--- src/rtl/synth_tick_pkg.sv ---
// Shared types and helpers for the synth tick generator.
package synth_tick_pkg;

   localparam int unsigned DEF_ACC_WIDTH   = 24;
   localparam int unsigned DEF_DATA_WIDTH  = 16;
   localparam int unsigned DEF_CHANNEL_NUM = 2;

   // Phase increment at the default accumulator width.
   typedef logic [DEF_ACC_WIDTH-1:0] inc_t;

   // Audio bits per frame at the default framing.
   localparam int unsigned BITS_PER_FRAME = DEF_DATA_WIDTH * DEF_CHANNEL_NUM;

   // Index width for a range of 'depth' entries; never returns less than 1.
   function automatic int unsigned clogb2(input int unsigned depth);
      int unsigned w;
      int unsigned v;
      w = 0;
      v = (depth > 1) ? depth - 1 : 1;
      while (v > 0) begin
         w++;
         v = v >> 1;
      end
      return w;
   endfunction

   // Audio bits per frame for an arbitrary framing.
   function automatic int unsigned bits_per_frame(input int unsigned data_width,
                                                  input int unsigned channel_num);
      return data_width * channel_num;
   endfunction

endpackage

--- src/rtl/synth_nco_tick.sv ---
// One NCO channel: phase accumulator, double-buffered increment, tick and square.
module synth_nco_tick
   import synth_tick_pkg::*;
#(
   parameter int unsigned ACC_WIDTH = 24
) (
   input  logic                 i_clk,
   input  logic                 i_rst_n,
   input  logic                 i_run,
   input  logic                 i_wr,
   input  logic [ACC_WIDTH-1:0] i_wr_data,
   output logic                 o_tick,
   output logic                 o_sq,
   output logic                 o_fall
);

   logic [ACC_WIDTH-1:0] r_acc;
   logic [ACC_WIDTH-1:0] r_inc_act;
   logic [ACC_WIDTH-1:0] r_inc_pend;
   logic                 r_tick;
   logic                 r_sq;
   logic [ACC_WIDTH:0]   w_sum;
   logic                 w_carry;
   logic                 w_load;

   // Overflowing add; active increment reloads only at a wrap or while halted.
   always_comb begin
      w_sum   = {1'b0, r_acc} + {1'b0, r_inc_act};
      w_carry = i_run & w_sum[ACC_WIDTH];
      w_load  = w_carry | (r_inc_act == '0);
   end

   // Increment registers: pending takes writes, active copies the pre-write pending.
   always_ff @(posedge i_clk or negedge i_rst_n) begin
      if (!i_rst_n) begin
         r_inc_pend <= '0;
         r_inc_act  <= '0;
      end else begin
         if (i_wr) begin
            r_inc_pend <= i_wr_data;
         end
         if (w_load) begin
            r_inc_act <= r_inc_pend;
         end
      end
   end

   // Phase accumulator, tick strobe and square toggle; run low clears.
   always_ff @(posedge i_clk or negedge i_rst_n) begin
      if (!i_rst_n) begin
         r_acc  <= '0;
         r_tick <= 1'b0;
         r_sq   <= 1'b0;
      end else if (!i_run) begin
         r_acc  <= '0;
         r_tick <= 1'b0;
         r_sq   <= 1'b0;
      end else begin
         r_acc  <= w_sum[ACC_WIDTH-1:0];
         r_tick <= w_carry;
         if (w_carry) begin
            r_sq <= ~r_sq;
         end
      end
   end

   assign o_tick = r_tick;
   assign o_sq   = r_sq;
   // Carry that will drive the square low: the bit-clock falling edge.
   assign o_fall = w_carry & r_sq;

endmodule

--- src/rtl/synth_tick_gen.sv ---
// Multi-channel NCO tick generator with audio bit/word/sample framing on channel 0.
module synth_tick_gen
   import synth_tick_pkg::*;
#(
   parameter int unsigned NUM_TICKS   = 3,
   parameter int unsigned ACC_WIDTH   = 24,
   parameter int unsigned DATA_WIDTH  = 16,
   parameter int unsigned CHANNEL_NUM = 2
) (
   input  logic                           OSC_CLK,
   input  logic                           reset_reg_N,
   input  logic                           run,
   input  logic                           inc_wr,
   input  logic [clogb2(NUM_TICKS)-1:0]   inc_sel,
   input  logic [ACC_WIDTH-1:0]           inc_data,
   output logic [NUM_TICKS-1:0]           tick,
   output logic [NUM_TICKS-1:0]           sq,
   output logic                           oAUD_BCK,
   output logic                           LRCK_1X,
   output logic                           sample_tick
);

   localparam int unsigned SEL_W  = clogb2(NUM_TICKS);
   localparam int unsigned BIT_W  = clogb2(DATA_WIDTH);
   localparam int unsigned SLOT_W = clogb2(CHANNEL_NUM);

   logic [NUM_TICKS-1:0] w_wr;
   logic [NUM_TICKS-1:0] w_tick;
   logic [NUM_TICKS-1:0] w_sq;
   logic [NUM_TICKS-1:0] w_fall;
   logic [BIT_W-1:0]     r_bit_cnt;
   logic [SLOT_W-1:0]    r_slot_cnt;
   logic                 r_lrck;
   logic                 r_sample_tick;

   for (genvar k = 0; k < NUM_TICKS; k++) begin : g_ch
      // Write decode; selects beyond NUM_TICKS-1 match no channel.
      always_comb begin
         w_wr[k] = inc_wr & (inc_sel == SEL_W'(k));
      end

      synth_nco_tick #(
         .ACC_WIDTH (ACC_WIDTH)
      ) u_nco (
         .i_clk     (OSC_CLK),
         .i_rst_n   (reset_reg_N),
         .i_run     (run),
         .i_wr      (w_wr[k]),
         .i_wr_data (inc_data),
         .o_tick    (w_tick[k]),
         .o_sq      (w_sq[k]),
         .o_fall    (w_fall[k])
      );
   end

   // Bit/slot counters advance on BCK falling edges; same edge as the square update.
   always_ff @(posedge OSC_CLK or negedge reset_reg_N) begin
      if (!reset_reg_N) begin
         r_bit_cnt     <= '0;
         r_slot_cnt    <= '0;
         r_lrck        <= 1'b0;
         r_sample_tick <= 1'b0;
      end else if (!run) begin
         r_bit_cnt     <= '0;
         r_slot_cnt    <= '0;
         r_lrck        <= 1'b0;
         r_sample_tick <= 1'b0;
      end else begin
         r_sample_tick <= 1'b0;
         if (w_fall[0]) begin
            if (r_bit_cnt == BIT_W'(DATA_WIDTH - 1)) begin
               r_bit_cnt <= '0;
               r_lrck    <= ~r_lrck;
               if (r_slot_cnt == SLOT_W'(CHANNEL_NUM - 1)) begin
                  r_slot_cnt    <= '0;
                  r_sample_tick <= 1'b1;
               end else begin
                  r_slot_cnt <= r_slot_cnt + SLOT_W'(1);
               end
            end else begin
               r_bit_cnt <= r_bit_cnt + BIT_W'(1);
            end
         end
      end
   end

   assign tick        = w_tick;
   assign sq          = w_sq;
   assign oAUD_BCK    = w_sq[0];
   assign LRCK_1X     = r_lrck;
   assign sample_tick = r_sample_tick;

endmodule

--- config.mk ---
export PLATFORM = sky130hd
export DESIGN_NAME = synth_tick_gen
export DESIGN_NICKNAME = d
export VERILOG_FILES = /design/src/rtl/synth_tick_pkg.sv /design/src/rtl/synth_nco_tick.sv /design/src/rtl/synth_tick_gen.sv
export SDC_FILE = /design/constraint.sdc
export NUM_CORES = 1
export LEC_CHECK = 0
export BUFFER_PORTS_ARGS = -buffer_cell sky130_fd_sc_hd__buf_2
export CORE_MARGIN = 2
export CORE_UTILIZATION = 24
export DETAILED_ROUTE_END_ITERATION = 7
export SYNTH_ARGS = -nofsm -noshare
export SYNTH_HDL_FRONTEND = slang
export SYNTH_SLANG_ARGS = --single-unit
--- constraint.sdc ---
create_clock -name OSC_CLK -period 2.7 [get_ports OSC_CLK]
set_input_delay 0.54 -clock OSC_CLK [delete_from_list [all_inputs] [get_ports OSC_CLK]]
set_output_delay 0.54 -clock OSC_CLK [all_outputs]
set_load 0.02 [all_outputs]
== Yosys cells after proc, flatten, opt, wreduce, memory -nomap -nowiden ==
Cells that the tools add are included.

* Equality and inequality tests: 8
* Add/subtract/negate cells: 5
* Multiplexer cells: 26
* Bitwise logic cells: 14
* Reduce and logical (&&, ||, !) cells: 5

{| class="wikitable"
|+ Operators by type and width
! kind !! number
|-
| adder 24 x 24 -> 25 bit || 3
|-
| logical NOT 24 bit || 3
|-
| two-way mux 24 bit || 3
|-
| two-way mux 1 bit || 20
|-
| two-way mux 4 bit || 3
|-
| inequality test 2 x 1 -> 1 bit (second input constant) || 5
|-
| AND 1 bit || 7
|-
| adder 4 x 1 -> 4 bit (second input constant) || 1
|-
| equality test 4 bit (second input constant) || 1
|-
| inverter 1 bit || 4
|-
| OR 1 bit || 3
|-
| equality test 2 x 1 -> 1 bit (second input constant) || 1
|-
| equality test 2 bit (second input constant) || 1
|-
| logical NOT 2 bit || 1
|-
| AND reduction 2 bit || 1
|-
| adder 1 bit (second input constant) || 1
|}

* Logic and storage cells: 77
* Bits in registers: 229
* Output and inout port bits: 9
* Input bits: 30

== Logic depth before layout (Yosys ltp) ==
Gate-level depths: netlist (run 1).

* Depth after elaboration: 5
* Mapped depth: 13
* Gate-level depth less buffers: 11

== Hierarchy ==
A second synthesis (run 1) with hierarchy kept.

* Cell total of the unflattened synthesis: 1121
* Area, all modules: 12316.8 um^2

{| class="wikitable"
|+ Modules (own cells, without submodules)
! module !! cells an instance !! times used !! sequential area each (um^2) !! area an instance (um^2)
|-
| synth_nco_tick at g_ch[0].u_nco ... || 360 || 2 || 1851.8 || 3986.3
|-
| synth_nco_tick at g_ch[2].u_nco || 369 || 1 || 1851.8 || 3998.8
|-
| synth_tick_gen || 32 || 1 || 175.2 || 345.3
|}

== Worst setup path after synthesis (run 1) ==
No wires, ideal clock.

* Path type: reg2reg
* From: register g_ch[2].u_nco.r_inc_act[0]
* To: register g_ch[2].u_nco.r_inc_act[10]
* Setup slack: -141 ps
* Path buffers: 2
* Data required time: 2575 ps
* Clock period less this slack: 2841 ps
* Stages on the path, launching flop included: 14
* Setup time: 125 ps
* Arrival: 2715 ps
* Cells stage by stage: dfrtp_1 > ha_1 > inv_1 > fa_1 > nor2b_1 > o31ai_4 > a211oi_2 > o31ai_2 > a21oi_2 > a311oi_2 > o22a_1 > buf_6 > buf_12 > mux2_4

* Cells in the longest elaborated chain, start to end: 3
* Elaborated cells between the ends (all ways): 4
* Those cells by class: 1 x add/sub; 2 x bitwise; 1 x reduce/logical

{| class="wikitable"
|+ Ends and longest elaborated chain
! element !! line !! RTL
|-
| from (decl) || synth_nco_tick.sv:18 || <nowiki>logic [ACC_WIDTH-1:0] r_inc_act;</nowiki>
|-
| from (signal assigned) || synth_nco_tick.sv:43 || <nowiki>r_inc_act <= r_inc_pend;</nowiki>
|-
| adder 24 x 24 -> 25 bit || synth_nco_tick.sv:28 || <nowiki>w_sum = {1'b0, r_acc} + {1'b0, r_inc_act};</nowiki>
|-
| AND 1 bit || synth_nco_tick.sv:29 || <nowiki>w_carry = i_run & w_sum[ACC_WIDTH];</nowiki>
|-
| OR 1 bit * || synth_nco_tick.sv:30 || <nowiki>w_load = w_carry | (r_inc_act == '0);</nowiki>
|}

Mark *: on every way between the ends. The rest lies on a longest branch, timed or not.
A chain may end at the register's enable or synchronous reset.

== Worst setup path after layout (run 1) ==
* From: register g_ch[2].u_nco.r_inc_act[0]
* To: register g_ch[2].u_nco.r_inc_act[19]

Same word-level chain as after synthesis.

==> key figures, run 1 <==
Synthesis
  • Synth unique cells: 72
  • Synthesized flop and latch total: 229
  • Syn_nets: 1147
  • EDFF count, synth: 0
  • Syn Area/Cell: 11.5 sq um
  • Async SR Flop Fraction: 100%
  • Synthesized area: 11900 sq um
  • Sequential fraction of the synthesis area: 48.0%
  • Synth warnings: 0
  • Post-Synthesis Cells: 1041
  • Synth Flop Type: dfrtp_1

Pwr
  • Final Power: 17.5 mW
  • Leak: 6.83 nW
  • PwrDens: 1170 nW/um^2
  • Maximum vdd drop: 0.486 mV

Hold path
  • Hold WC Path Type: in2reg
  • Hold path depth: 2
  • Hold Path Origin: inc_data[16]
  • WHS Endpoint: g_ch[1].u_nco.r_inc_pend[16]$_DFFE_PN0P_

Placement
  • Final GP Congestion: 0.841
  • Dpl hpwl: 21.0 mm
  • Placed Area: 13500 sq um
  • Place WS: -0.176 ns
  • Buffers on Ports: 38
  • Placed Cells: 1800

Timing
  • RSZ-0062 raised after global routing: true
  • Min Hold Slack: 0.301 ns
  • Hold Vio Cnt, Final: 0
  • Final setup margin: -0.0694 ns
  • Worst slew pin tran: 0.544 ns
  • Skew final: 0.0123 ns
  • Slew Viols, Final: 0
  • Setup_tns: -1.44 ns
  • Top achievable clock speed: 361 MHz
  • Final period util: 103%
  • Relative slew slack: 63.7%
  • Min cycle time layout: 2.77 ns
  • Setup-failing EPs final: 24

Die
  • Die footprint: 51600 sq um
  • FP Rows: 81
  • Die Ht: 227 um
  • Number of placed I/O pins: 39
  • Core area: 49100 sq um
  • Initial core utilization: 24.4%
  • Die W: 227 um

Drt
  • Vias per inst: 4.51
  • Antenna-violating nets left: 0
  • Initial DRC count: 490
  • Total Wirelength: 29.3 mm
  • Router iterations before antenna repair: 5
  • Wirelength per Cell: 15.7 um
  • Vias: 8435
  • DRC: 0

GRT
  • Overflow after GRT: 0
  • Initial antenna violation count: 2
  • Vias in the first global route: 8662
  • Largest net degree at the start of global routing: 65
  • First-pass GRT wire length: 47.1 mm
  • Gr usage total: 11.4%

CTS
  • Clk sinks: 229
  • Latest clock arrival within the worst-skew pair: 0.52 ns
  • Clk root buf: clkbuf_16
  • CTS buffer count: 25
  • Reg clk slew, reported paths: 0.06 ns
  • H-tree levels: 1
  • Clk buf depth: 3
  • CTS tree: done

Final layout
  • Final Net Count: 1295
  • Final Util: 30.5%
  • Finished Cell Area: 15000 sq um
  • Non-filler cells, final: 1870
  • Antenna diodes: 0
  • Ratio of cells with drive above 1 in the final layout: 32.7%
  • P&R area growth vs syn: 25.3%

Worst setup path
  • Critical path class: reg2reg
  • Worst setup EP type: flip-flop
  • Setup crit start kind: flip-flop
  • Reg2reg path depth: 12
  • FF-to-FF End: g_ch[2].u_nco.r_inc_act[19]$_DFFE_PN0P_
  • Crit path DAT: 3.17 ns
  • Critical path required time: 3.10 ns
  • Worst R2R Start: g_ch[2].u_nco.r_inc_act[0]$_DFFE_PN0P_
  • Setup slack, reg-to-reg: -0.07 ns
  • CP max FO: 10

Outcome
  • Failing checks: negative setup slack
  • Status: finished, violations left

Job
  • Max-cap viol count: 0
power breakdown:
part,switching (mW),internal (mW)
registers,0.844,4.62
clock network,1.40,2.31
logic,4.02,4.32
total,6.26,11.2
worst max path at each step:
stage	start	endpoint	slack, ns	cells after the start
after floorplan	g_ch[2].u_nco.r_inc_act[17]$_DFFE_PN0P_	g_ch[2].u_nco.r_inc_act[10]$_DFFE_PN0P_	-0.07	12
after global routing	g_ch[2].u_nco.r_inc_act[5]$_DFFE_PN0P_	g_ch[2].u_nco.r_inc_act[19]$_DFFE_PN0P_	-0.22	10
after global placement	g_ch[0].u_nco.r_inc_act[0]$_DFFE_PN0P_	g_ch[0].u_nco.r_inc_act[10]$_DFFE_PN0P_	-0.15	12
after CTS	g_ch[2].u_nco.r_inc_act[0]$_DFFE_PN0P_	g_ch[2].u_nco.r_inc_act[19]$_DFFE_PN0P_	-0.07	12
after detailed placement	g_ch[2].u_nco.r_inc_act[0]$_DFFE_PN0P_	g_ch[2].u_nco.r_inc_act[5]$_DFFE_PN0P_	-0.18	12
final	g_ch[2].u_nco.r_inc_act[0]$_DFFE_PN0P_	g_ch[2].u_nco.r_inc_act[19]$_DFFE_PN0P_	-0.07	12
logic make-up after synthesis:
family,count (synthesis),synth area share [%]
mux,142,14.3
flops,229,48.0
compound gates,218,12.6
fa+ha+maj,76,8.15
simple gates,268,10.7
xor+xnor,47,3.45
buf+inv,61,2.74
flip-flops by register name (all words and copies together) (netlist names):
signal	flops
g_ch.u_nco.o_tick	3
g_ch.u_nco.r_acc	72
r_slot_cnt	1
LRCK_1X	1
g_ch.u_nco.r_inc_pend	72
sample_tick	1
r_bit_cnt	4
g_ch.u_nco.r_inc_act	72
g_ch.u_nco.o_sq	3
Yosys cell counts (11+ instances only):
library cell / count / area, sq um
nor2_1: 88 / 330
o21ai_0: 41 / 205
a21o_1: 24 / 180
nor4_1: 24 / 150
mux2_4: 32 / 480
inv_1: 25 / 93.8
a211oi_1: 12 / 90.1
ha_1: 73 / 913
xor2_1: 18 / 158
mux2_2: 104 / 1170
nand2_1: 60 / 225
o21a_1: 14 / 105
nor3_1: 21 / 105
nand2b_1: 12 / 75.1
nand3_1: 14 / 70.1
nand4_1: 11 / 68.8
a21oi_1: 53 / 265
clkbuf_1: 16 / 60.1
xnor2_1: 29 / 254
dfrtp_1: 229 / 5730
area by class of cell:
| type | count | area [sq um] |
|---|---|---|
| Fill cell | 5003 | 34100 |
| Clock buffer | 32 | 702 |
| Tap cell | 664 | 831 |
| Timing Repair Buffer | 157 | 1240 |
| Multi-Input combinational cell | 751 | 6180 |
| Sequential cell | 229 | 5730 |
| Inverter | 25 | 93.8 |
| Clock inverter | 12 | 189 |
worst max-delay path, cell delays in order, from the launching register on:
cell and delay [ns]:
dfrtp_1 0.36, ha_2 0.19, inv_2 0.04, fa_2 0.36, nor2b_4 0.15, o31ai_4 0.08
a211oi_4 0.29, o31ai_4 0.09, a21oi_2 0.18, a311oi_2 0.14, o22a_2 0.31, buf_12 0.18
mux2_4 0.29
placed cells by master (no fill, tap or decap), types with 22 or more instances in the layout:
master | Yosys | routed
a21oi_1 | 53 | 47
buf_2 | 5 | 37
dfrtp_1 | 229 | 229
buf_4 | 6 | 103
ha_1 | 73 | 66
a21o_1 | 24 | 23
nor2_1 | 88 | 88
mux2_2 | 104 | 80
clkbuf_16 | 0 | 25
mux2_4 | 32 | 56
xnor2_1 | 29 | 29
nand2_1 | 60 | 60
nor4_1 | 24 | 22
o21ai_0 | 41 | 37
routing by layer:
metal / part of all wire [%] / GRT usage, % / vias up
li1: - / - / 4069
met1: 47 / 15.3 / 4193
met2: 48 / 19.4 / 125
met3: 3.0 / 1.39 / 48
met4: 2.5 / 3.37 / 0
met5: 0 / 0 / -
repair_timing:
| action | in CTS | in global routing |
|---|---|---|
| pin swaps | 17 | 17 |
| hold buffers | 1 | 0 |
| cloned | 3 | 0 |
| endpoints found under the setup margin | 76 | 81 |
| setup buffers | 16 | 7 |
| endpoints found under the hold margin | 27 | 0 |
| resized for setup | 40 | 40 |
(Power assumes the default switching activity.)
==> run 2: changes to the inputs <==
- RECOVER_POWER: default -> 100
==> run 2 against run 1 <==
The flow finishes with violations (max-capacitance violations, max-slew violations, negative setup slack). Core utilization fell by 0.059 points. Design area fell by 0.19%. Non-clock buffer count did not move. Register-to-register slack barely moved. Combinational power barely moved. Routed wire length fell by 0.19%. Worst hold slack improved by 0.00097 ns. Global-route usage did not move. Largest power group unchanged.
==> key figures, run 2 (same netlist as run 1, synthesis figures left out) <==
Pwr
  • Maximum vdd drop: 0.485 mV (-0.11%)
  • PwrDens: 1170 nW/um^2 (+0.19%)
  • Leak: 6.81 nW (-0.32%)
  • Final Power: 17.5 mW (about the same)

GRT
  • Gr usage total: 11.4% (unchanged)
  • Overflow after GRT: 0 (unchanged)
  • First-pass GRT wire length: 47.1 mm (unchanged)
  • Largest net degree at the start of global routing: 65 (unchanged)
  • Vias in the first global route: 8662 (unchanged)
  • Initial antenna violation count: 2 (unchanged)

Timing
  • Top achievable clock speed: 361 MHz (about the same)
  • Hold Vio Cnt, Final: 0 (unchanged)
  • Min cycle time layout: 2.77 ns (-0.000584 ns)
  • Setup-failing EPs final: 24 (unchanged)
  • Final setup margin: -0.0689 ns (+0.000584 ns)
  • Final period util: 103% (about the same)
  • Min Hold Slack: 0.302 ns (+0.000972 ns)
  • RSZ-0062 raised after global routing: true
  • Slew Viols, Final: 137 (+137)
  • Worst slew pin tran: 1.77 ns (+1.22 ns)
  • Relative slew slack: -17.8% (-81 points)
  • Skew final: 0.0132 ns (+0.000873 ns)

Worst setup path
  • Critical path required time: 3.10 ns (about the same)
  • Crit path from: g_ch[2].u_nco.r_inc_act[0]$_DFFE_PN0P_
  • Critical path class: reg2reg
  • Crit path DAT: 3.17 ns (about the same)
  • Worst setup EP type: flip-flop
  • Setup crit start kind: flip-flop
  • Worst R2R Start: g_ch[2].u_nco.r_inc_act[0]$_DFFE_PN0P_
  • CP max FO: 10 (unchanged)

Drt
  • DRC: 0 (unchanged)
  • Initial DRC count: 468 (-4.5%)
  • Wirelength per Cell: 15.6 um (-0.19%)
  • WL met3: 948 um (+7.5%)
  • Total Wirelength: 29.3 mm (-0.19%)
  • Router iterations before antenna repair: 5 (unchanged)
  • DR top layer: met4
  • WL met1: 13.7 mm (-0.59%)
  • Vias: 8435 (unchanged)
  • Met2 wire len: 13.9 mm (-0.30%)
  • Vias per inst: 4.51 (unchanged)
  • Antenna-violating nets left: 0 (unchanged)

Placement
  • Placed Area: 13500 sq um (unchanged)
  • Dpl hpwl: 21.0 mm (unchanged)
  • Buffers on Ports: 38 (unchanged)
  • Final GP Congestion: 0.841 (unchanged)

CTS
  • Clk buf depth: 3 (unchanged)
  • Clk sinks: 229 (unchanged)
  • CTS tree: done
  • Reg clk slew, reported paths: 0.06 ns (about the same)
  • H-tree levels: 1 (unchanged)
  • Clk root buf: clkbuf_16
  • CTS buffer count: 25 (unchanged)
  • Latest clock arrival within the worst-skew pair: 0.52 ns (about the same)

Outcome
  • Status: finished, violations left
  • Failing checks: max-capacitance violations, max-slew violations, negative setup slack

Hold path
  • Hold WC Path Type: in2reg
  • Hold Path Origin: inc_data[16]

Die
  • Die footprint: 51600 sq um (unchanged)
  • Die W: 227 um (unchanged)
  • Initial core utilization: 24.4% (unchanged)
  • Die Ht: 227 um (unchanged)
  • FP Rows: 81 (unchanged)
  • Number of placed I/O pins: 39 (unchanged)
  • Core area: 49100 sq um (unchanged)

Job
  • Max-cap viol count: 4 (+4)

Final layout
  • P&R area growth vs syn: 25.1%
  • Antenna diodes: 0 (unchanged)
  • Finished Cell Area: 14900 sq um (-0.19%)
  • Most common cell after layout, fill and taps aside: dfrtp_1
  • Ratio of cells with drive above 1 in the final layout: 32.2% (-0.50 points)
  • Final Net Count: 1295 (unchanged)
  • Largest registers: g_ch.u_nco.r_acc x72, g_ch.u_nco.r_inc_act x72, g_ch.u_nco.r_inc_pend x72
  • Most frequent cells in the layout: dfrtp_1 (229), buf_4 (100), nor2_1 (88), mux2_2 (80), ha_1 (66)
## run 2: cell types whose count changed in the layout (fill, tap and decap cells not counted), sizes merged
cell | previous run | this run
buf | 156 | 150
clkbuf | 32 | 38
## run 2: report_power, final
group	switching, mW	total [mW]	internal (mW)
Clock	1.40	3.70	2.31
Sequential	0.843	5.46	4.62
Combinational	4.02	8.34	4.32
## run 2: timing repair
item | 4_1_cts | 5_1_grt
hold endpoints to repair | 27 | 0
hold buffers | 1 | 0
resized for setup | 40 | 40
setup buffers | 16 | 7
gates cloned | 3 | 0
endpoints found under the setup margin | 76 | 81
pin swaps | 17 | 17
## run 2: worst paths after layout
| check | cells after the start | to | slack (ns) |
|---|---|---|---|
| worst max-delay path | 12 | g_ch[2].u_nco.r_inc_act[19]$_DFFE_PN0P_ | -0.07 |
| worst min-delay path | 2 | g_ch[1].u_nco.r_inc_pend[16]$_DFFE_PN0P_ | 0.30 |
| worst max register to register | 12 | g_ch[2].u_nco.r_inc_act[19]$_DFFE_PN0P_ | -0.07 |
| worst min register to register | 1 | LRCK_1X$_DFFE_PN0P_ | 0.47 |
| max in group asynchronous | 3 | g_ch[0].u_nco.r_inc_act[17]$_DFFE_PN0P_ | 0.47 |
| min in group asynchronous | 2 | g_ch[1].u_nco.r_inc_pend[5]$_DFFE_PN0P_ | 1.05 |
## run 2: layer usage
metal	up-vias	global-route usage, %
li1	4066	-
met1	4202	15.3
met2	119	19.4
met3	48	1.39
met4	0	3.37
met5	-	0
## run 2: metrics by stage
stage	TNS [ns]	cells	utilization (%)	setup WS (ns)
2_1_floorplan	-1.34	1041	-	-0.0668
3_5_place_dp	-7.83	1800	27.6	-0.176
6_report	-1.42	1870	30.5	-0.0689
4_1_cts	-1.51	1864	30.1	-0.0737
5_1_grt	-6.54	1870	30.5	-0.216
3_3_place_gp	-6.59	1800	27.6	-0.152
## run 2: layout make-up
cell class,instances,area (sq um)
sequential,229,5730
clock buffer,32,702
fill,5005,34100
multi-input combinational,751,6180
tap,664,831
clock inverter,12,189
inverter,25,93.8
timing repair buffer,157,1220
## run 2: critical path, cell delays in order, from the launching register on
cell and delay, ns:
dfrtp_1 0.36, ha_2 0.19, inv_2 0.04, fa_2 0.36, nor2b_4 0.15, o31ai_4 0.08
a211oi_4 0.29, o31ai_4 0.09, a21oi_2 0.18, a311oi_2 0.14, o22a_2 0.31, buf_12 0.18
mux2_4 0.29
==> run 3: changes to the inputs <==
- CORE_MARGIN: 2 -> default
==> run 3 against run 2 <==
The run still ends with max-capacitance violations, max-slew violations, negative setup slack left. Critical path depth decreased by 1. Routed wire length increased by 1.6%. Global-route usage increased by 0.35 points. Count of clock-buffer cells in the layout increased by 2. Non-clock buffer count decreased by 7. Largest cell class unchanged. Largest power group unchanged.
==> key figures, run 3 (same netlist as run 1, synthesis figures left out) <==
Timing
  • Slew Viols, Final: 103 (-25%)
  • Skew final: 0.0128 ns (-0.000431 ns)
  • Final setup margin: -0.168 ns (-0.0996 ns)
  • RSZ-0062 raised after global routing: true
  • Min cycle time layout: 2.87 ns (+0.0996 ns)
  • Worst slew pin tran: 1.70 ns (-0.0616 ns)
  • Final period util: 106% (+3.7 points)
  • Relative slew slack: -13.7% (+4.1 points)
  • Top achievable clock speed: 349 MHz (-3.5%)
  • Hold Vio Cnt, Final: 0 (unchanged)
  • Setup-failing EPs final: 48 (+100%)
  • Setup_tns: -4.61 ns (-3.20 ns)

Placement
  • Buffers on Ports: 38 (unchanged)
  • Final GP Congestion: 0.852 (+1.3%)
  • Placed Cells: 1802 (+0.11%)
  • Dpl hpwl: 20.9 mm (-0.41%)

CTS
  • CTS tree: done
  • Latest clock arrival within the worst-skew pair: 0.54 ns (+0.02 ns)
  • Clk sinks: 229 (unchanged)
  • CTS buffer count: 27 (+8.0%)
  • Reg clk slew, reported paths: 0.06 ns (about the same)
  • Clk root buf: clkbuf_16
  • H-tree levels: 1 (unchanged)
  • Clk buf depth: 3 (unchanged)

Final layout
  • Final Util: 30.4% (-0.043 points)
  • Ratio of cells with drive above 1 in the final layout: 30.6% (-1.5 points)
  • Non-filler cells, final: 1868 (-0.11%)
  • Antenna diodes: 0 (unchanged)
  • Final Net Count: 1290 (-0.39%)
  • Largest registers: g_ch.u_nco.r_acc x72, g_ch.u_nco.r_inc_act x72, g_ch.u_nco.r_inc_pend x72
  • Most frequent cells in the layout: dfrtp_1 (228), nor2_1 (87), buf_4 (87), mux2_2 (76), ha_1 (64)
  • Most common cell after layout, fill and taps aside: dfrtp_1
  • P&R area growth vs syn: 24.9%

Die
  • Die W: 225 um (-0.88%)
  • Core area: 49100 sq um (unchanged)
  • Number of placed I/O pins: 39 (unchanged)
  • FP Rows: 81 (unchanged)
  • Initial core utilization: 24.4% (unchanged)
  • Die Ht: 225 um (-0.88%)
  • Die footprint: 50700 sq um (-1.8%)

GRT
  • Initial antenna violation count: 1 (-1)
  • First-pass GRT wire length: 46.9 mm (-0.45%)
  • Overflow after GRT: 0 (unchanged)
  • Gr usage total: 11.8% (+0.35 points)
  • Vias in the first global route: 8580 (-0.95%)
  • Largest net degree at the start of global routing: 69 (+6.2%)

Outcome
  • Failing checks: max-capacitance violations, max-slew violations, negative setup slack
  • Status: finished, violations left

Job
  • Max-cap viol count: 4 (unchanged)

Worst setup path
  • Critical path required time: 3.12 ns (+0.02 ns)
  • Setup crit start kind: flip-flop
  • Worst setup EP type: flip-flop
  • Reg2reg path depth: 11 (-1)
  • Critical path class: reg2reg
  • Crit path DAT: 3.29 ns (+0.12 ns)
  • CP max FO: 5 (-5)

Pwr
  • Leak: 6.74 nW (-1.1%)
  • Final Power: 17.6 mW (+0.44%)
  • Maximum vdd drop: 0.482 mV (-0.68%)
  • PwrDens: 1180 nW/um^2 (+0.58%)

Drt
  • Antenna-violating nets left: 0 (unchanged)
  • Wirelength per Cell: 15.9 um (+1.7%)
  • Initial DRC count: 400 (-15%)
  • Total Wirelength: 29.7 mm (+1.6%)
  • DRC: 0 (unchanged)
  • Vias per inst: 4.56 (+1.1%)
  • Vias: 8516 (+0.96%)
  • Router iterations before antenna repair: 4 (-1)

Hold path
  • Hold WC Path Type: in2reg
  • Hold path depth: 2 (unchanged)
[run 3: cell types whose count changed in the layout (fill, tap and decap cells not counted), moves of 4 or more]
cell / previous run / this run
clkbuf_1: 7 / 21
buf_4: 100 / 87
buf_2: 35 / 26
clkbuf_16: 25 / 29
mux2_2: 80 / 76
mux2_4: 56 / 60
[run 3: path summary, 6_finish.rpt]
| path | to | startpoint | slack (ns) |
|---|---|---|---|
| worst max-delay path | g_ch[2].u_nco.r_inc_act[18]$_DFFE_PN0P_ | g_ch[2].u_nco.r_inc_act[7]$_DFFE_PN0P_ | -0.17 |
| worst min-delay path | g_ch[2].u_nco.r_inc_pend[19]$_DFFE_PN0P_ | inc_data[19] | 0.29 |
| worst max register to register | g_ch[2].u_nco.r_inc_act[18]$_DFFE_PN0P_ | g_ch[2].u_nco.r_inc_act[7]$_DFFE_PN0P_ | -0.17 |
| worst min register to register | LRCK_1X$_DFFE_PN0P_ | LRCK_1X$_DFFE_PN0P_ | 0.48 |
| max in group asynchronous | g_ch[1].u_nco.r_inc_act[4]$_DFFE_PN0P_ | reset_reg_N | 0.32 |
| min in group asynchronous | g_ch[1].u_nco.o_tick$_DFF_PN0_ | reset_reg_N | 0.83 |
[run 3: power breakdown]
part / total (mW) / switching [mW] / internal (mW) / leakage, nW
logic: 8.41 / 4.03 / 4.38 / 3.43
clock network: 3.68 / 1.53 / 2.15 / 0.438
registers: 5.50 / 0.878 / 4.62 / 2.86
[run 3: metal layers]
metal | track usage (%) | vias to the layer above | wire length, um
met1 | 15.2 | 4281 | 13700
met2 | 19.9 | 124 | 14300
li1 | - | 4063 | -
met4 | 3.95 | 0 | 775
met3 | 2.06 | 48 | 1020
met5 | 0 | - | 0
[run 3: worst max-delay path: stages (launching register included)]
cell	delay [ns]
dfrtp_1	0.40
ha_1	0.30
o21a_1	0.21
o21ai_2	0.22
o22ai_2	0.12
o31ai_4	0.29
a21oi_2	0.10
a311oi_2	0.30
o22a_2	0.24
buf_6	0.15
buf_12	0.13
mux2_4	0.30
[run 3: through the flow]
step           hold WS, ns  worst slack (ns)  instance area [sq um]
3_5_place_dp         0.471            -0.193                  13600
6_report             0.290            -0.168                  14900
4_1_cts              0.268            -0.144                  14800
2_1_floorplan        0.244           -0.0668                  12000
5_1_grt              0.268            -0.253                  14900
3_3_place_gp         0.463           -0.0747                  13600
[run 3: what timing repair did]
action                                 CTS  global route
buffers inserted                         8             3
endpoints found under the hold margin   45             0
gates cloned                             6             0
setup endpoints to repair               74            74
pin swaps                                6            15
hold buffers                             1             0
resized for setup                       28            56
[run 3: layout make-up]
type	instances	area, sq um
clock buffers	34	732
inverters	25	93.8
fillers	5008	34100
clock inverters	15	165
multi-input cells	751	6190
well taps	664	831
repair buffers	150	1180
flip-flops and latches	229	5730
